$ cat config.mk
export PLATFORM = sky130hd
export DESIGN_NAME = gshare_bp
export DESIGN_NICKNAME = d
export VERILOG_FILES = /design/src/rtl/gshare_bp.sv
export SDC_FILE = /design/constraint.sdc
export NUM_CORES = 2
export LEC_CHECK = 0
export BUFFER_PORTS_ARGS = -buffer_cell sky130_fd_sc_hd__buf_2
export CAP_MARGIN = 20
export CORE_ASPECT_RATIO = 0.5
export CORE_MARGIN = 5
export CORE_UTILIZATION = 57
export CTS_CLUSTER_DIAMETER = 60
export DETAILED_ROUTE_END_ITERATION = 12
export PLACE_DENSITY = 0.72
export SLEW_MARGIN = 25
export SYNTH_ARGS = -nofsm -noshare
export SYNTH_HDL_FRONTEND = slang
export SYNTH_SLANG_ARGS = --single-unit
$ cat constraint.sdc
create_clock -name clk_i -period 34.2 [get_ports clk_i]
set_input_delay 1.71 -clock clk_i [delete_from_list [all_inputs] [get_ports clk_i]]
set_output_delay 1.71 -clock clk_i [all_outputs]
set_load 0.02 [all_outputs]
$ cat src/rtl/gshare_bp.sv
// rtl/gshare_bp.sv - gshare direction predictor, PC xor speculative GHR; GSHARE_BYPASS_EN forwards same-cycle updates to lookups
module gshare_bp #(
  parameter int unsigned VLEN            = 64,
  parameter int unsigned INSTR_PER_FETCH = 2,
  parameter int unsigned NR_ENTRIES      = 1024,
  parameter int unsigned HIST_BITS       = 9,
  parameter int unsigned CTR_BITS        = 2,
  localparam int unsigned ROW_BITS       = $clog2(NR_ENTRIES / INSTR_PER_FETCH)
) (
  input  logic                       clk_i,
  input  logic                       rst_i,
  input  logic                       flush_bp_i,
  input  logic                       debug_mode_i,
  input  logic [VLEN-1:0]            vpc_i,
  input  logic                       lookup_valid_i,
  input  logic                       spec_push_i,
  input  logic                       spec_taken_i,
  input  logic                       upd_valid_i,
  input  logic [VLEN-1:0]            upd_pc_i,
  input  logic                       upd_taken_i,
  input  logic                       upd_mispredict_i,
  input  logic [ROW_BITS-1:0]        upd_index_i,
  input  logic [HIST_BITS-1:0]       upd_hist_i,
  output logic                       ready_o,
  output logic [INSTR_PER_FETCH-1:0] pred_valid_o,
  output logic [INSTR_PER_FETCH-1:0] pred_taken_o,
  output logic [ROW_BITS-1:0]        pred_index_o,
  output logic [HIST_BITS-1:0]       pred_hist_o
);

  localparam int unsigned NR_ROWS   = NR_ENTRIES / INSTR_PER_FETCH;
  localparam int unsigned SLOT_BITS = $clog2(INSTR_PER_FETCH);
  localparam int unsigned OFFSET    = SLOT_BITS + 1;
  localparam logic [CTR_BITS-1:0] CTR_MAX  = '1;
  localparam logic [CTR_BITS-1:0] CTR_INIT = {1'b0, {(CTR_BITS-1){1'b1}}};

  typedef enum logic {INIT, RUN} state_e;

  state_e                     state_q, state_d;
  logic [ROW_BITS-1:0]        init_row_q;
  logic [HIST_BITS-1:0]       ghr_q, ghr_d;
  logic [CTR_BITS-1:0]        ctr_q [NR_ROWS][INSTR_PER_FETCH];

  logic                       running, upd_en;
  logic [ROW_BITS-1:0]        lookup_row;
  logic [SLOT_BITS-1:0]       lookup_slot, upd_slot;
  logic [CTR_BITS-1:0]        upd_cur, upd_nxt;
  logic [INSTR_PER_FETCH-1:0] slot_mask, rd_taken, fwd_hit;
  logic                       unused_bits;

  function automatic logic [HIST_BITS-1:0] shift_in(input logic [HIST_BITS-1:0] h, input logic b);
    return (h << 1) | HIST_BITS'(b);
  endfunction

  assign running     = (state_q == RUN);
  assign ready_o     = running;
  assign lookup_row  = vpc_i[OFFSET+ROW_BITS-1:OFFSET] ^ ROW_BITS'(ghr_q);
  assign lookup_slot = vpc_i[OFFSET-1:1];
  assign upd_slot    = upd_pc_i[OFFSET-1:1];
  assign upd_en      = running && upd_valid_i && !debug_mode_i && !flush_bp_i;
  assign unused_bits = ^{vpc_i[VLEN-1:OFFSET+ROW_BITS], vpc_i[0], upd_pc_i[VLEN-1:OFFSET], upd_pc_i[0]};

  always_comb begin
    state_d = state_q;
    case (state_q)
      INIT:    if (init_row_q == ROW_BITS'(NR_ROWS - 1)) state_d = RUN;
      default: state_d = state_q;
    endcase
    if (flush_bp_i) state_d = INIT;
  end

  // Restore from resolved metadata takes priority over a same-cycle speculative push.
  always_comb begin
    ghr_d = ghr_q;
    if (running && !debug_mode_i) begin
      if (upd_valid_i && upd_mispredict_i) ghr_d = shift_in(upd_hist_i, upd_taken_i);
      else if (spec_push_i)                ghr_d = shift_in(ghr_q, spec_taken_i);
    end
  end

  always_comb begin
    upd_cur = ctr_q[upd_index_i][upd_slot];
    upd_nxt = upd_cur;
    if (upd_taken_i) begin
      if (upd_cur != CTR_MAX) upd_nxt = upd_cur + 1'b1;
    end else begin
      if (upd_cur != '0) upd_nxt = upd_cur - 1'b1;
    end
  end

`ifdef GSHARE_BYPASS_EN
  always_comb begin
    fwd_hit = '0;
    for (int s = 0; s < INSTR_PER_FETCH; s++)
      fwd_hit[s] = upd_en && (upd_index_i == lookup_row) && (upd_slot == SLOT_BITS'(s));
  end
`else
  assign fwd_hit = '0;
`endif

  always_comb begin
    slot_mask = '0;
    rd_taken  = '0;
    for (int s = 0; s < INSTR_PER_FETCH; s++) begin
      slot_mask[s] = (SLOT_BITS'(s) >= lookup_slot);
      rd_taken[s]  = fwd_hit[s] ? upd_nxt[CTR_BITS-1]
                                : ctr_q[lookup_row][SLOT_BITS'(s)][CTR_BITS-1];
    end
  end

  always_ff @(posedge clk_i) begin
    if (rst_i) begin
      state_q    <= INIT;
      init_row_q <= '0;
      ghr_q      <= '0;
    end else begin
      state_q <= state_d;
      if (flush_bp_i) begin
        init_row_q <= '0;
        ghr_q      <= '0;
      end else begin
        if (state_q == INIT) init_row_q <= init_row_q + 1'b1;
        ghr_q <= ghr_d;
      end
    end
  end

  // Counter array has no reset; the INIT sweep establishes its contents.
  always_ff @(posedge clk_i) begin
    if (state_q == INIT) begin
      for (int s = 0; s < INSTR_PER_FETCH; s++) ctr_q[init_row_q][SLOT_BITS'(s)] <= CTR_INIT;
    end else if (upd_en) begin
      ctr_q[upd_index_i][upd_slot] <= upd_nxt;
    end
  end

  always_ff @(posedge clk_i) begin
    if (rst_i) begin
      pred_valid_o <= '0;
      pred_taken_o <= '0;
      pred_index_o <= '0;
      pred_hist_o  <= '0;
    end else begin
      pred_valid_o <= '0;
      if (running && lookup_valid_i) begin
        pred_valid_o <= slot_mask;
        pred_taken_o <= rd_taken;
        pred_index_o <= lookup_row;
        pred_hist_o  <= ghr_q;
      end
    end
  end

endmodule

==> run_results.csv <==
group,metric,value,unit
power_and_ir_drop,totalPowerFinal,5059,uW
min_path,worstHoldPathType,"reg2reg",
die,die-area,167300,um2
power_and_ir_drop,vdd_drop_max,0.00005374,V
yosys,synth_flop_cell,"edfxtp_1",
layout,finalNonFillerCells,7650,
clock_tree,cts_hold_buffers,0,
drt,drtAntennaViolNets,0,
drt,wl_per_cell,35.14,um
sta,finalSetupTns,0,ns
sta,setup_violations,0,
sta,fin_crit_sh,27.64,%
worst_setup_path,cp_max_fo,112,
power_and_ir_drop,leakagePower,0.03032,uW
flow_run,cap_violations,0,
sta,max_slew_margin,20.17,%
die,die_y,291.7,um
placed_design,dpl_cell_area,92360,um2
die,die_w,573.4,um
clock_tree,clkLatencyLatePin,0.80,ns
yosys,ys_seq_area_share,68.86,%
placed_design,hpwlAfterDp,158.7,mm
yosys,ys_ff_latch,2088,
die,start_util,57.35,%
drt,first_pass_iters,6,
yosys,syn_inst,5460,
die,fp-row-count,103,
sta,rsz0062_at_grt,"no",
sta,skew,0.02691,ns
worst_setup_path,max_stage_delay,0.94,ns
status,status,"finished, final reports clean",
sta,worst_slew_pin_slew,1.195,ns
drt,vias_per_cell,7.095,
layout,syn2layout_area_growth,8.770,%
clock_tree,root_buffer,"clkbuf_16",
clock_tree,clkSlewWorstSetupHoldPaths,0.06,ns
layout,multi_input_area,25810,um2
die,io_pins,179,
sta,hold_violations,0,
clock_tree,post_cts_buffers,0,
worst_setup_path,rr_startpoint,"ctr_q[103][3]",
grt,grt_first_pass_wirelength,382.7,mm
yosys,ys_types,89,
clock_tree,clockBufferDepth,3,
layout,layout-drive-gt1-share,19.37,%
worst_setup_path,slowest_stage,"o21ai_0",
placed_design,place.gp.congestion,0.9160,
yosys,syn-mean-instance-area,16.57,um2
layout,fill_cells,10938,
drt,drc,0,
worst_setup_path,critPathLaunch,"upd_index_i[0]",
layout,fin_nets,5557,
yosys,synth_edf_count,2048,
drt,routed_wl,268.8,mm
sta,min_period,9.455,ns
worst_setup_path,path_class,"in2reg",
placed_design,dp.cells,7313,
worst_setup_path,crit_path_end_kind,"register",
drt,vias,54273,
placed_design,portBuffers,59,
drt,drt-initial-drc-count,8967,
worst_setup_path,cp_num_buf_inv,6,
yosys,synth_nets,5618,
worst_setup_path,worst_setup_path_start_kind,"primary input",
layout,final-seq-area,62300,um2
clock_tree,cts_resized,0,
die,core,157700,um2
sta,report.final.slew_viol_count,0,
clock_tree,htreeDepth,4,
grt,grt_max_degree,269,
yosys,ys_async_sr_fraction,0,%
grt,overflow,0,
power_and_ir_drop,powerDensity,51.41,nW/um2
worst_setup_path,path_cells,"buf_8 > buf_4 > buf_4 > buf_4 > mux4_2 > a221oi_1 > nand2_1 > o2111ai_1 > o21ai_0 > a21oi_1 > nor4b_1 > or3_1 > maj3_2 > nand2b_4 > buf_6 > buf_6",
yosys,syn_area,90470,um2
sta,max_freq,105.8,MHz
worst_setup_path,cpLargestDelayFamily,"buffers and inverters",
worst_setup_path,arrival,9.92,ns
grt,grt_pass1_vias,53582,
clock_tree,numCtsBuffers,179,
min_path,min-delay-start,"pred_hist_o[4]",
clock_tree,clock_sinks,2088,
worst_setup_path,crit_top_cell,"buf_4",
clock_tree,cts_tree,"done",
yosys,yosysWarnings,0,
grt,grt_usage,31.96,%
worst_setup_path,crit_required,34.67,ns
layout,finalInstanceArea,98400,um2
grt,antenna_found_initial,18,
-- cells in the mapped netlist, types with 7 or more instances --
| library cell | n | share of area, % |
|---|---|---|
| a2111oi_0 | 12 | 0.12 |
| a211oi_1 | 27 | 0.22 |
| a21oi_1 | 66 | 0.37 |
| a221oi_1 | 9 | 0.087 |
| a22o_1 | 8 | 0.077 |
| a22oi_1 | 66 | 0.55 |
| a311oi_1 | 13 | 0.13 |
| a31oi_1 | 12 | 0.083 |
| and2_1 | 14 | 0.097 |
| buf_1 | 55 | 0.23 |
| buf_12 | 28 | 0.62 |
| buf_2 | 58 | 0.32 |
| buf_4 | 34 | 0.28 |
| buf_6 | 26 | 0.32 |
| buf_8 | 7 | 0.12 |
| clkbuf_1 | 245 | 1.0 |
| dfxtp_1 | 40 | 0.89 |
| edfxtp_1 | 2048 | 68 |
| mux2_2 | 10 | 0.12 |
| mux2i_1 | 298 | 3.3 |
| mux4_1 | 40 | 1.2 |
| mux4_2 | 505 | 13 |
| nand2_1 | 187 | 0.78 |
| nand2b_1 | 18 | 0.12 |
| nand3_1 | 52 | 0.29 |
| nand3b_1 | 8 | 0.066 |
| nand4_1 | 15 | 0.10 |
| nor2_1 | 1135 | 4.7 |
| nor2b_1 | 23 | 0.16 |
| nor3_1 | 61 | 0.34 |
| nor3b_1 | 11 | 0.091 |
| nor4_1 | 17 | 0.12 |
| o2111ai_1 | 7 | 0.068 |
| o211ai_1 | 10 | 0.083 |
| o21ai_0 | 40 | 0.22 |
| o21ai_1 | 7 | 0.039 |
| o221ai_1 | 48 | 0.46 |
| o22ai_1 | 76 | 0.53 |
| o31ai_1 | 7 | 0.058 |
| or3_1 | 9 | 0.062 |
| xnor2_1 | 7 | 0.068 |
| xor2_1 | 12 | 0.12 |
-- power by group --
part / total, uW / switching [uW] / internal, uW
registers: 2760 / 0.306 / 2760
clock network: 2080 / 921 / 1160
logic: 215 / 150 / 64.0
total: 5060 / 1070 / 3990
-- flip-flops by register name (all words and copies together), names as in the netlist --
signal	cells
ctr_q	2048
ghr_q	9
init_row_q	9
pred_hist_o	9
pred_index_o	9
pred_valid_o	2
pred_taken_o	1
ready_o	1
-- per-layer routing --
layer / wire (um) / part of all wire (%) / track usage (%) / vias up
li1: - / - / - / 21367
met1: 94610 / 35 / 44.42 / 27608
met2: 116100 / 43 / 45.77 / 4478
met3: 45310 / 17 / 12.92 / 784
met4: 12250 / 4.6 / 12.30 / 36
met5: 494 / 0.18 / 0.4989 / -
-- path summary, 6_finish.rpt --
| check | slack [ns] | cells after the start | to |
|---|---|---|---|
| max | 24.75 | 16 | ctr_q[22][2] |
| max reg2reg | 28.00 | 12 | ctr_q[22][2] |
| min | 0.45 | 2 | pred_hist_o[4] |
| min reg2reg | 0.45 | 2 | pred_hist_o[4] |
-- area by class of cell --
type | count | share of cell area (%)
clock inverter | 112 | 1.169
clock buffer | 214 | 4.772
timing repair buffer | 217 | 1.800
multi-input combinational | 2906 | 26.23
sequential | 2088 | 63.31
inverter | 7 | 0.02797
antenna | 6 | 0.01526
tap | 2100 | 2.670
-- layout by cell type (no fill, tap or decap), types with 10 or more instances in the layout --
master        n
edfxtp_1   2048
nor2_1     1132
mux4_2      505
mux2i_1     298
clkbuf_16   183
nand2_1     158
buf_4       138
o22ai_1      76
a21oi_1      66
a22oi_1      66
nor3_1       59
buf_2        54
o221ai_1     48
nand3_1      44
clkinv_1     41
mux4_1       40
dfxtp_1      40
o21ai_0      39
clkinv_2     34
clkbuf_1     31
a211oi_1     27
nand2_2      24
bufinv_16    24
nor2b_1      17
nor4_1       17
nand2b_1     15
nand4_1      15
a311oi_1     13
a31oi_1      12
and2_1       12
a2111oi_0    12
mux2_2       10
o211ai_1     10
buf_12       10
-- tightest hold or removal path: stages (launching register included) --
cell and delay (ns):
dfxtp_1 0.30, nand2_1 0.05, a21oi_1 0.05
-- metrics by stage --
step / worst slack, ns / hold WS [ns] / util [%]
final: 24.75 / 0.4544 / 62.38
after global routing: 24.45 / 0.4762 / 62.37
after CTS: 24.54 / 0.4558 / 62.26
after detailed placement: 23.72 / 0.4472 / 58.55
after global placement: 23.96 / 0.4449 / 58.54
after floorplan: 1.517 / 0.4578 / -
-- cell families (layout without fill, tap and decap cells) --
logic type      count (synthesis)  in the layout  share of synthesized area [%]
flops                        2088           2088                          68.86
simple gates                 1581           1581                          7.218
mux                           853            853                          17.16
buf+inv                       466            550                          3.015
compound gates                448            448                          3.507
xor+xnor                       19             19                         0.1839
fa+ha+maj                       4              4                        0.05255
other cells                     1              7                       0.004145
Note: power is estimated with default switching activity, not from simulation.
